`src/rtl/forwarding_unit_pkg.sv`:
```
// Shared types for the operand-bypass / hazard-detect block: stage codes,
// forwarding source codes and the per-producer pipe-register view.
package forwarding_unit_pkg;

    localparam int DATA_W          = 32;
    localparam int REG_W           = 5;
    localparam int CNT_W           = 8;
    localparam int DEF_STALL_LIMIT = 16;

    localparam logic [2:0] STG_IF   = 3'd0;
    localparam logic [2:0] STG_ID   = 3'd1;
    localparam logic [2:0] STG_EX   = 3'd2;
    localparam logic [2:0] STG_MEM  = 3'd3;
    localparam logic [2:0] STG_WB   = 3'd4;
    localparam logic [2:0] STG_NONE = 3'd7;

    typedef enum logic [2:0] {
        SIG_REGFILE  = 3'd0,
        SIG_EX_REG   = 3'd1,
        SIG_MEM_REG  = 3'd2,
        SIG_WB_REG   = 3'd3,
        SIG_MEM_PATH = 3'd4,
        SIG_ZERO     = 3'd5,
        SIG_DEFER    = 3'd6,
        SIG_STALL    = 3'd7
    } fwd_sig_e;

    typedef enum logic [1:0] {
        SRC_NONE,
        SRC_EX,
        SRC_MEM,
        SRC_WB
    } fwd_src_e;

    typedef struct packed {
        logic              wr_en;
        logic [REG_W-1:0]  wr_reg;
        logic [2:0]        ready_stage;
        logic [DATA_W-1:0] wr_value;
    } producer_t;

endpackage

```
`src/rtl/forwarding_unit_if.sv`:
```
// Operand request, producer snapshot and result bundle for one GPR read port.
interface forwarding_unit_if;
    import forwarding_unit_pkg::*;

    logic [REG_W-1:0]  required_reg;
    logic [DATA_W-1:0] gpr_result;
    logic              mem_fwd_en;
    logic [DATA_W-1:0] mem_fwd_result;
    logic [2:0]        required_stage;
    logic [2:0]        pipeline_stage;

    logic              ex_wr_en,       mem_wr_en,       wb_wr_en;
    logic [REG_W-1:0]  ex_wr_reg,      mem_wr_reg,      wb_wr_reg;
    logic [2:0]        ex_ready_stage, mem_ready_stage, wb_ready_stage;
    logic [DATA_W-1:0] ex_wr_value,    mem_wr_value,    wb_wr_value;

    logic [DATA_W-1:0] forwarding_result;
    logic              stall;
    logic [2:0]        forwarding_signal;
    logic [CNT_W-1:0]  stall_streak;
    logic              stall_long;

    modport master (
        output required_reg, gpr_result, mem_fwd_en, mem_fwd_result,
               required_stage, pipeline_stage,
               ex_wr_en, ex_wr_reg, ex_ready_stage, ex_wr_value,
               mem_wr_en, mem_wr_reg, mem_ready_stage, mem_wr_value,
               wb_wr_en, wb_wr_reg, wb_ready_stage, wb_wr_value,
        input  forwarding_result, stall, forwarding_signal, stall_streak, stall_long
    );

    modport slave (
        input  required_reg, gpr_result, mem_fwd_en, mem_fwd_result,
               required_stage, pipeline_stage,
               ex_wr_en, ex_wr_reg, ex_ready_stage, ex_wr_value,
               mem_wr_en, mem_wr_reg, mem_ready_stage, mem_wr_value,
               wb_wr_en, wb_wr_reg, wb_ready_stage, wb_wr_value,
        output forwarding_result, stall, forwarding_signal, stall_streak, stall_long
    );

endinterface

```
`src/rtl/forwarding_unit_fwd_match.sv`:
```
// Per-producer match: does this producer own the operand, is its value already
// in the pipe register, and if not, would waiting for it force a stall.
module fwd_match
    import forwarding_unit_pkg::*;
#(
    parameter logic [2:0] PROD_STAGE = STG_EX
) (
    input  logic             i_wr_en,
    input  logic [REG_W-1:0] i_wr_reg,
    input  logic [2:0]       i_ready_stage,
    input  logic [REG_W-1:0] i_required_reg,
    input  logic [2:0]       i_required_stage,
    input  logic [2:0]       i_pipeline_stage,
    output logic             o_hit,
    output logic             o_ready,
    output logic             o_needs_stall
);

    int w_deadline;

    always_comb begin
        // NOTE: every output gets a default before any branch so no latch is inferred.
        o_hit         = 1'b0;
        o_ready       = 1'b0;
        o_needs_stall = 1'b0;
        // Signed arithmetic: a consumer stage earlier than the host would go negative.
        w_deadline    = int'(PROD_STAGE) + int'(i_required_stage) - int'(i_pipeline_stage);

        o_hit   = i_wr_en && (i_wr_reg == i_required_reg) && (PROD_STAGE > i_pipeline_stage);
        o_ready = i_ready_stage < PROD_STAGE;
        if (!o_ready && i_required_stage != STG_NONE && !(int'(i_ready_stage) < w_deadline))
            o_needs_stall = 1'b1;
    end

endmodule

```
`src/rtl/forwarding_unit.sv`:
```
// Operand bypass and hazard detect for one GPR read port, with a saturating
// consecutive-stall counter. FORWARDING_MEM_PATH_EN enables the MEM-stage load bypass.
module forwarding_unit
    import forwarding_unit_pkg::*;
#(
    parameter int STALL_LIMIT = DEF_STALL_LIMIT
) (
    input  logic              clock,
    input  logic              reset,
    forwarding_unit_if.slave  bus
);

    producer_t        w_ex, w_mem, w_wb;
    logic             w_ex_hit,  w_ex_ready,  w_ex_stall;
    logic             w_mem_hit, w_mem_ready, w_mem_stall;
    logic             w_wb_hit,  w_wb_ready,  w_wb_stall;
    logic             w_mem_path;
    fwd_src_e         w_sel;
    fwd_sig_e         w_sig;
    logic [DATA_W-1:0] w_result;
    logic             w_stall;
    logic [CNT_W-1:0] r_stall_streak;

    assign w_ex  = '{bus.ex_wr_en,  bus.ex_wr_reg,  bus.ex_ready_stage,  bus.ex_wr_value};
    assign w_mem = '{bus.mem_wr_en, bus.mem_wr_reg, bus.mem_ready_stage, bus.mem_wr_value};
    assign w_wb  = '{bus.wb_wr_en,  bus.wb_wr_reg,  bus.wb_ready_stage,  bus.wb_wr_value};

    fwd_match #(.PROD_STAGE(STG_EX)) u_match_ex (
        .i_wr_en(w_ex.wr_en), .i_wr_reg(w_ex.wr_reg), .i_ready_stage(w_ex.ready_stage),
        .i_required_reg(bus.required_reg), .i_required_stage(bus.required_stage),
        .i_pipeline_stage(bus.pipeline_stage),
        .o_hit(w_ex_hit), .o_ready(w_ex_ready), .o_needs_stall(w_ex_stall)
    );

    fwd_match #(.PROD_STAGE(STG_MEM)) u_match_mem (
        .i_wr_en(w_mem.wr_en), .i_wr_reg(w_mem.wr_reg), .i_ready_stage(w_mem.ready_stage),
        .i_required_reg(bus.required_reg), .i_required_stage(bus.required_stage),
        .i_pipeline_stage(bus.pipeline_stage),
        .o_hit(w_mem_hit), .o_ready(w_mem_ready), .o_needs_stall(w_mem_stall)
    );

    fwd_match #(.PROD_STAGE(STG_WB)) u_match_wb (
        .i_wr_en(w_wb.wr_en), .i_wr_reg(w_wb.wr_reg), .i_ready_stage(w_wb.ready_stage),
        .i_required_reg(bus.required_reg), .i_required_stage(bus.required_stage),
        .i_pipeline_stage(bus.pipeline_stage),
        .o_hit(w_wb_hit), .o_ready(w_wb_ready), .o_needs_stall(w_wb_stall)
    );

`ifdef FORWARDING_MEM_PATH_EN
    assign w_mem_path = bus.mem_fwd_en && (w_mem.ready_stage == STG_MEM);
`else
    logic w_unused_mem_fwd;
    assign w_unused_mem_fwd = ^{bus.mem_fwd_en, bus.mem_fwd_result};
    assign w_mem_path       = 1'b0;
`endif

    // Nearest producer wins; older in-flight writes to the same register are stale.
    always_comb begin
        w_sel = SRC_NONE;
        if (bus.required_reg != '0) begin
            if (w_ex_hit)       w_sel = SRC_EX;
            else if (w_mem_hit) w_sel = SRC_MEM;
            else if (w_wb_hit)  w_sel = SRC_WB;
        end
    end

    // Only the selected producer's value is ever routed, so X on the others stays out.
    always_comb begin
        w_result = bus.gpr_result;
        w_sig    = SIG_REGFILE;
        w_stall  = 1'b0;
        if (bus.required_reg == '0) begin
            w_result = '0;
            w_sig    = SIG_ZERO;
        end else begin
            unique case (w_sel)
                SRC_EX: begin
                    if (w_ex_ready) begin
                        w_result = w_ex.wr_value;
                        w_sig    = SIG_EX_REG;
                    end else if (w_ex_stall) begin
                        w_sig    = SIG_STALL;
                        w_stall  = 1'b1;
                    end else begin
                        w_sig    = SIG_DEFER;
                    end
                end
                SRC_MEM: begin
                    if (w_mem_ready) begin
                        w_result = w_mem.wr_value;
                        w_sig    = SIG_MEM_REG;
                    end else if (w_mem_path) begin
`ifdef FORWARDING_MEM_PATH_EN
                        w_result = bus.mem_fwd_result;
`endif
                        w_sig    = SIG_MEM_PATH;
                    end else if (w_mem_stall) begin
                        w_sig    = SIG_STALL;
                        w_stall  = 1'b1;
                    end else begin
                        w_sig    = SIG_DEFER;
                    end
                end
                SRC_WB: begin
                    if (w_wb_ready) begin
                        w_result = w_wb.wr_value;
                        w_sig    = SIG_WB_REG;
                    end else if (w_wb_stall) begin
                        w_sig    = SIG_STALL;
                        w_stall  = 1'b1;
                    end else begin
                        w_sig    = SIG_DEFER;
                    end
                end
                default: ;
            endcase
        end
    end

    always_ff @(posedge clock or negedge reset) begin
        // NOTE: sequential state uses non-blocking assignments so every flop samples pre-edge values.
        if (!reset)
            r_stall_streak <= '0;
        else if (!w_stall)
            r_stall_streak <= '0;
        else if (r_stall_streak != '1)
            r_stall_streak <= r_stall_streak + CNT_W'(1);
    end

    assign bus.forwarding_result = w_result;
    assign bus.forwarding_signal = w_sig;
    assign bus.stall             = w_stall;
    assign bus.stall_streak      = r_stall_streak;
    assign bus.stall_long        = int'(r_stall_streak) >= STALL_LIMIT;

endmodule

```
`src/flat_wrapper.sv`:
```
// flat-port wrapper written by rule: the top's interface ports become plain ports
module forwarding_unit_flat import forwarding_unit_pkg::*;
#(
    parameter int STALL_LIMIT = DEF_STALL_LIMIT
)
  (clock, reset, bus_required_reg, bus_gpr_result, bus_mem_fwd_en, bus_mem_fwd_result, bus_required_stage, bus_pipeline_stage, bus_ex_wr_en, bus_ex_wr_reg, bus_ex_ready_stage, bus_ex_wr_value, bus_mem_wr_en, bus_mem_wr_reg, bus_mem_ready_stage, bus_mem_wr_value, bus_wb_wr_en, bus_wb_wr_reg, bus_wb_ready_stage, bus_wb_wr_value, bus_forwarding_result, bus_stall, bus_forwarding_signal, bus_stall_streak, bus_stall_long);
  forwarding_unit_if bus_i ();
  input  logic clock;
  input  logic reset;
  input wire logic [$bits(bus_i.required_reg)-1:0] bus_required_reg;
  input wire logic [$bits(bus_i.gpr_result)-1:0] bus_gpr_result;
  input wire logic [$bits(bus_i.mem_fwd_en)-1:0] bus_mem_fwd_en;
  input wire logic [$bits(bus_i.mem_fwd_result)-1:0] bus_mem_fwd_result;
  input wire logic [$bits(bus_i.required_stage)-1:0] bus_required_stage;
  input wire logic [$bits(bus_i.pipeline_stage)-1:0] bus_pipeline_stage;
  input wire logic [$bits(bus_i.ex_wr_en)-1:0] bus_ex_wr_en;
  input wire logic [$bits(bus_i.ex_wr_reg)-1:0] bus_ex_wr_reg;
  input wire logic [$bits(bus_i.ex_ready_stage)-1:0] bus_ex_ready_stage;
  input wire logic [$bits(bus_i.ex_wr_value)-1:0] bus_ex_wr_value;
  input wire logic [$bits(bus_i.mem_wr_en)-1:0] bus_mem_wr_en;
  input wire logic [$bits(bus_i.mem_wr_reg)-1:0] bus_mem_wr_reg;
  input wire logic [$bits(bus_i.mem_ready_stage)-1:0] bus_mem_ready_stage;
  input wire logic [$bits(bus_i.mem_wr_value)-1:0] bus_mem_wr_value;
  input wire logic [$bits(bus_i.wb_wr_en)-1:0] bus_wb_wr_en;
  input wire logic [$bits(bus_i.wb_wr_reg)-1:0] bus_wb_wr_reg;
  input wire logic [$bits(bus_i.wb_ready_stage)-1:0] bus_wb_ready_stage;
  input wire logic [$bits(bus_i.wb_wr_value)-1:0] bus_wb_wr_value;
  output wire logic [$bits(bus_i.forwarding_result)-1:0] bus_forwarding_result;
  output wire logic [$bits(bus_i.stall)-1:0] bus_stall;
  output wire logic [$bits(bus_i.forwarding_signal)-1:0] bus_forwarding_signal;
  output wire logic [$bits(bus_i.stall_streak)-1:0] bus_stall_streak;
  output wire logic [$bits(bus_i.stall_long)-1:0] bus_stall_long;
  assign bus_i.required_reg = bus_required_reg;
  assign bus_i.gpr_result = bus_gpr_result;
  assign bus_i.mem_fwd_en = bus_mem_fwd_en;
  assign bus_i.mem_fwd_result = bus_mem_fwd_result;
  assign bus_i.required_stage = bus_required_stage;
  assign bus_i.pipeline_stage = bus_pipeline_stage;
  assign bus_i.ex_wr_en = bus_ex_wr_en;
  assign bus_i.ex_wr_reg = bus_ex_wr_reg;
  assign bus_i.ex_ready_stage = bus_ex_ready_stage;
  assign bus_i.ex_wr_value = bus_ex_wr_value;
  assign bus_i.mem_wr_en = bus_mem_wr_en;
  assign bus_i.mem_wr_reg = bus_mem_wr_reg;
  assign bus_i.mem_ready_stage = bus_mem_ready_stage;
  assign bus_i.mem_wr_value = bus_mem_wr_value;
  assign bus_i.wb_wr_en = bus_wb_wr_en;
  assign bus_i.wb_wr_reg = bus_wb_wr_reg;
  assign bus_i.wb_ready_stage = bus_wb_ready_stage;
  assign bus_i.wb_wr_value = bus_wb_wr_value;
  assign bus_forwarding_result = bus_i.forwarding_result;
  assign bus_stall = bus_i.stall;
  assign bus_forwarding_signal = bus_i.forwarding_signal;
  assign bus_stall_streak = bus_i.stall_streak;
  assign bus_stall_long = bus_i.stall_long;
  forwarding_unit #(.STALL_LIMIT(STALL_LIMIT)) u_core (.clock(clock), .reset(reset), .bus(bus_i));
endmodule
```
`config.mk`:
```
export PLATFORM = sky130hd
export DESIGN_NAME = forwarding_unit_flat
export DESIGN_NICKNAME = d
export VERILOG_FILES = /design/src/rtl/forwarding_unit_pkg.sv /design/src/rtl/forwarding_unit_if.sv /design/src/rtl/forwarding_unit_fwd_match.sv /design/src/rtl/forwarding_unit.sv /design/src/flat_wrapper.sv
export SDC_FILE = /design/constraint.sdc
export NUM_CORES = 1
export LEC_CHECK = 0
export ABC_AREA = 1
export BUFFER_PORTS_ARGS = -buffer_cell sky130_fd_sc_hd__buf_4
export CAP_MARGIN = 10
export CORE_AREA = 8 8 125 127
export CTS_CLUSTER_DIAMETER = 30
export DETAILED_ROUTE_END_ITERATION = 8
export DIE_AREA = 0 0 133 135
export SYNTH_ARGS = -nofsm -noshare
export SYNTH_HDL_FRONTEND = slang
export SYNTH_SLANG_ARGS = --single-unit
```
`constraint.sdc`:
```
create_clock -name clock -period 2.65 [get_ports clock]
set_clock_uncertainty 0.2 [all_clocks]
set_input_delay 0.3975 -clock clock [delete_from_list [all_inputs] [get_ports clock]]
set_output_delay 0.3975 -clock clock [all_outputs]
set_load 0.03 [all_outputs]
```
# Word level (Yosys, flattened, before mapping)
# Index checks and enable logic that the tools add are counted.
word_totals:
  romBits: 0
  latchBits: 0
  elab_cells: 77
  mem_bits_rw: 0
  output_inout_bits: 45
  register_bits: 8
  mem_count: 0
op_classes:
  n_reduce_logical: 20
  n_lt_le_gt_ge: 10
  addsub: 7
  eq_ne: 9
  div: 0
  mul: 0
  bitwise_logic: 0
  shift: 0
  n_mux: 30
ops:
  columns: ["op", "count"]
  rows:
  - ["2-to-1 mux 32 bit", 4]
  - ["< comparator 4 x 32 -> 1 bit", 3]
  - ["case mux 32 bit (3 select lines)", 1]
  - ["subtractor 32 x 4 -> 32 bit", 3]
  - ["2-to-1 mux 8 bit", 2]
  - ["equality test 5 bit", 3]
  - ["2-to-1 mux 1 bit", 13]
  - ["logical AND 1 bit", 12]
  - ["2-to-1 mux 3 bit", 4]
  - ["case mux 3 bit (3 select lines)", 1]
  - ["adder 2 x 3 -> 4 bit, first input constant", 2]
  - ["adder 8 x 1 -> 8 bit, second input constant", 1]
  - ["greater-or-equal comparator 8 x 5 -> 1 bit, second input constant", 1]
  - ["2-to-1 mux 2 bit", 4]
  - ["inequality test 8 bit, second input constant", 1]
  - ["> comparator 2 x 3 -> 1 bit, first input constant", 2]
  - ["logical NOT 1 bit", 6]
  - ["< comparator 3 x 2 -> 1 bit, second input constant", 2]
  - ["logical NOT 5 bit", 1]
  - ["nonzero test 5 bit", 1]
  - ["adder 3 x 3 -> 4 bit, first input constant", 1]
  - ["equality test 2 bit, second input constant", 2]
  - ["> comparator 3 bit, first input constant", 1]
  - ["< comparator 3 bit, second input constant", 1]
  - ["other kinds (4)", 4]

# Logic depth before layout (Yosys ltp)
logic_depth:
  ltp_word: 11
  ltp_mapped: 18

# Cells and area by module
# Synthesis repeated with hierarchy kept, for this count alone.
hier_totals:
  cells_unflattened: 751
  hier_area_um2: 3831.2
modules_own_cells:
  columns: ["module", "area_each_um2", "cells_per_inst", "n_inst"]
  rows:
  - ["forwarding_unit", 2822.7, 588, 1]
  - ["fwd_match at u_core.u_match_ex", 354.1, 55, 1]
  - ["fwd_match at u_core.u_match_mem", 344.1, 58, 1]
  - ["fwd_match at u_core.u_match_wb", 310.3, 50, 1]

# Worst setup path after synthesis
# Ideal clock, no wire load.
synth_timing:
  path_type: "in2out"
  startpoint: "input port bus_required_stage[1]"
  endpoint: "output port bus_forwarding_signal[0]"
  setup_slack_ns: -0.307
  path_stages: 18
  arrival_time_ns: 2.360
  required_time_ns: 2.053
  path_cell_list: "inv_1 -> ha_1 -> inv_1 -> ha_1 -> a21oi_1 -> inv_1 -> a21oi_1 -> ha_1 -> nand2_1 -> inv_1 -> nand2_1 -> nand2_1 -> nand2_1 -> nand2_1 -> nand2_1 -> nor2_1 -> nor2_1 -> nand3_1"
synth_between:
  elab_chain_cells: 10
synth_lines:
  columns: ["item", "line_no", "text"]
  rows:
  - ["start: declaration", "flat_wrapper.sv:14", "input wire logic [$bits(bus_i.required_stage)-1:0] bus_required_stage;"]
  - ["adder 3 x 3 -> 4 bit or adder 2 x 3 -> 4 bit (tied branches)", "forwarding_unit_fwd_match.sv:27", "w_deadline = int'(PROD_STAGE) + int'(i_required_stage) - int'(i_pipeline_stage);"]
  - ["subtractor 32 x 4 -> 32 bit", "forwarding_unit_fwd_match.sv:27", null]
  - ["< comparator 4 x 32 -> 1 bit", "forwarding_unit_fwd_match.sv:31", "if (!o_ready && i_required_stage != STG_NONE && !(int'(i_ready_stage) < w_deadline))"]
  - ["logical NOT 1 bit", "forwarding_unit_fwd_match.sv:31", null]
  - ["logical AND 1 bit", "forwarding_unit_fwd_match.sv:31", null]
  - ["2-to-1 mux 1 bit", "forwarding_unit_fwd_match.sv:31", null]
  - ["2-to-1 mux 1 bit (on tied branches)", "forwarding_unit.sv:108, forwarding_unit.sv:81, forwarding_unit.sv:97", null]
  - ["2-to-1 mux 3 bit (on tied branches)", "forwarding_unit.sv:105, forwarding_unit.sv:78, forwarding_unit.sv:89", null]
  - ["case mux 3 bit (3 select lines) *", "forwarding_unit.sv:76", "unique case (w_sel)"]
  - ["2-to-1 mux 3 bit *", "forwarding_unit.sv:72", "if (bus.required_reg == '0) begin"]
  - ["end: declaration", "flat_wrapper.sv:30", "output wire logic [$bits(bus_i.forwarding_signal)-1:0] bus_forwarding_signal;"]
# Mark *: on every way between the ends. The rest lies on a longest branch, timed or not.

# Final worst setup path
layout_timing:
  startpoint: "input port bus_required_stage[0]"
  endpoint: "output port bus_forwarding_signal[0]"
# Same word-level chain as after synthesis.

==> impl_metrics.yaml <==
setup_path:
  crit_path_start_kind: "primary input"
  worstSetupPathType: "in -> out"
  worstRegToRegCells: 8
  slowest_delay_ns: 0.53
  crit_fanout: 3
  critical_path_arrival_ns: 2.45
  worstReg2RegEnd: "u_core.bus.stall_streak[1]$_DFFE_PN0P_"
  required_ns: 2.05
  cp_common_cell: "nand2_1"
  rrSetupSlack_ns: 0.60
  r2r_start: "u_core.bus.stall_streak[0]$_DFFE_PN0P_"
  crit_chain: "buf_4, buf_4, ha_1, fa_2, ha_1, o21ai_0, nand2_1, nand2_1, nand2_1, nand2_1, nand2_2, nand2_1, nor2_1, nor2_1, nand3_2, buf_6"
  crit_slowest_cell: "fa_2"
  crit_start: "bus_required_stage[0]"
  crit_path_end_kind: "primary output"
  endpoint: "bus_forwarding_signal[0]"
outcome:
  violations: "negative setup slack"
  status: "finished with violations"
detailed_routing:
  wl_per_cell_um: 15.4
  drt_iter0_markers: 299
  drt-total-wl_um: 18500
  drc: 0
  drt_pass1_iterations: 4
  dr_total_vias: 5771
  ant_nets: 0
  drt-vias-per-instance: 4.78
clocking:
  cts_tree: "done"
  clkSinkCount: 8
  htreeDepth: 1
  root_buffer: "clkbuf_16"
  cts_buffers: 3
  clock_path_buffers: 2
  worstSkewPairLatency_ns: 0.23
  clk_pin_slew_ns: 0.04
floorplan:
  die_area_um2: 18000
  fp-row-count: 43
  coreArea_um2: 13600
  initial_core_util_pct: 29.6
  io_pins: 246
  chipWidth_um: 133
  die_h_um: 135
timing:
  period_minus_slack_ns: 3.05
  maxSlewHeadroom_pct: 72.4
  fmax_ghz: 0.328
  holdWs_ns: 0.325
  grt_setup_unrepaired: "yes"
  setup_ws_ns: -0.400
  worstMarginPinSlew_ns: 0.410
  finalSetupViolations: 2
  period_share_pct: 115
  fin_tns_setup_ns: -0.724
  slew_violations: 0
  hold_viol_final: 0
global_route:
  grt_usage_pct: 19.6
  grt_pass1_wl_um: 29400
  met2_usage_pct: 35.2
  grt_max_degree: 42
  use_met3_pct: 3.31
  met1_usage_pct: 24.2
  overflow: 0
  first_global_vias: 5785
  top_usage_layer: "met2"
  antenna_found_initial: 0
yosys:
  ys_ff_latch: 8
  synth.distinct_cells: 35
  syn_nets: 1000
  ys_warn_count: 0
  netlist_instances: 771
  ys_seq_area_share_pct: 4.96
  avgSynthCellArea_um2: 5.23
  synth_area_um2: 4030
min_path:
  hold_path_class: "in -> async"
finish:
  layout-drive-gt1-share_pct: 37.7
  finalNetCount: 1259
  antenna_cells: 0
  fill_cells: 1441
  seq_area_um2: 200
  area_growth_pct: 74.9
  largest_reg_flops: 8
  layoutNonFillerInstCount: 1208
  multi_input_area_um2: 3540
placed_design:
  dpl.hpwl_um: 13600
  place_inst: 1178
  place_congestion: 0.811
  io_buffers: 212
power:
  vdd_drop_max_mv: 0.157
  power_uw: 1400
  powerDensity_nw_per_um2: 199
  leakage_uw: 0.00377
job:
  drv_cap: 0
[cell usage after synthesis]
library cell | n | share of area, %
o22ai_1 | 1 | 0.16
ha_1 | 24 | 7.4
o21ai_0 | 75 | 9.3
xor2_1 | 4 | 0.87
o211ai_1 | 1 | 0.19
inv_2 | 8 | 0.74
nand3_2 | 3 | 0.74
nand2_1 | 292 | 27
nor2_1 | 61 | 5.7
nand3_1 | 43 | 5.3
nor4_1 | 1 | 0.16
nand4_1 | 32 | 5.0
buf_6 | 2 | 0.56
nand2_2 | 3 | 0.47
xnor2_1 | 1 | 0.22
nand3_4 | 2 | 0.87
o21bai_1 | 1 | 0.19
fa_1 | 4 | 2.0
o21a_1 | 1 | 0.19
mux2_2 | 17 | 4.7
a21boi_0 | 1 | 0.19
nand3b_1 | 1 | 0.19
mux2i_1 | 17 | 4.2
inv_1 | 100 | 9.3
nor2_4 | 3 | 0.84
buf_2 | 15 | 1.9
buf_4 | 3 | 0.56
nand4_2 | 1 | 0.31
a21oi_1 | 6 | 0.74
dfrtp_1 | 8 | 5.0
clkbuf_1 | 19 | 1.8
clkinv_1 | 1 | 0.093
nor3_1 | 3 | 0.37
nor2_2 | 2 | 0.31
a31oi_1 | 15 | 2.3
[cells in the final DEF (no fill, tap or decap), types with 21 or more instances in the layout]
cell     count
inv_1       94
ha_1        21
nand3_1     38
buf_6       27
buf_4      242
nor2_1      50
nand2_1    269
nand4_1     32
o21ai_0     59
[metal layers]
layer,routed length [µm],vias up
li1,-,2986
met1,8100,2604
met2,9190,166
met3,1070,15
met4,188,0
met5,0,-
[through the flow]
stage	util [%]	cell area, µm²	setup slack (ns)
final	51.8	7050	-0.400
after global routing	51.8	7050	-0.613
after CTS	50.1	6810	-0.424
after detailed placement	45.7	6220	-0.521
after global placement	45.7	6220	-0.497
after floorplan	-	4070	-0.194
[cell families (layout without fill, tap and decap cells)]
logic type	count (synthesis)	count (layout)	synth area share, %
simple gates	447	448	47.4
buf+inv	148	404	14.9
flops	8	8	4.96
mux	34	34	8.96
compound gates	101	101	13.3
xor+xnor	5	5	1.09
fa+ha+maj	28	28	9.43
[cell type report]
| cell class | count | area share (%) |
|---|---|---|
| flip-flops and latches | 8 | 2.84 |
| clock buffers | 3 | 1.06 |
| well taps | 180 | 3.19 |
| inverters | 109 | 6.01 |
| multi-input cells | 616 | 50.1 |
| repair buffers | 292 | 36.8 |
[critical path, delay by kind of cell]
kind	cells	cell delay, ns
adder cells (fa/ha/maj)	3	0.95
AO/OA/AOI/OAI	1	0.08
AND/OR/NAND/NOR	9	0.61
buffers and inverters	3	0.39
[what timing repair did]
item                       4_1_cts  5_1_grt
hold endpoints to repair         8        0
pin swaps                       33       47
hold buffers                     1        0
buffers inserted                12       11
gates resized for setup         56       75
setup endpoints to repair       43       43
gates cloned                     8        0
[report_power, final]
| part | internal [µW] | switching, µW | leakage, µW |
|---|---|---|---|
| sequential | 123 | 0.284 | 0.000112 |
| combinational | 500 | 523 | 0.00362 |
| clock | 195 | 59.7 | 0.0000370 |
[worst min-delay path by stage]
stage                from                                     end  cells after the start
floorplan           reset  u_core.bus.stall_streak[0]$_DFFE_PN0P_                      0
global placement    reset  u_core.bus.stall_streak[3]$_DFFE_PN0P_                      1
detailed placement  reset  u_core.bus.stall_streak[3]$_DFFE_PN0P_                      1
CTS                 reset  u_core.bus.stall_streak[4]$_DFFE_PN0P_                      2
global route        reset  u_core.bus.stall_streak[7]$_DFFE_PN0P_                      2
finish              reset  u_core.bus.stall_streak[7]$_DFFE_PN0P_                      2
(Power assumes the default switching activity.)
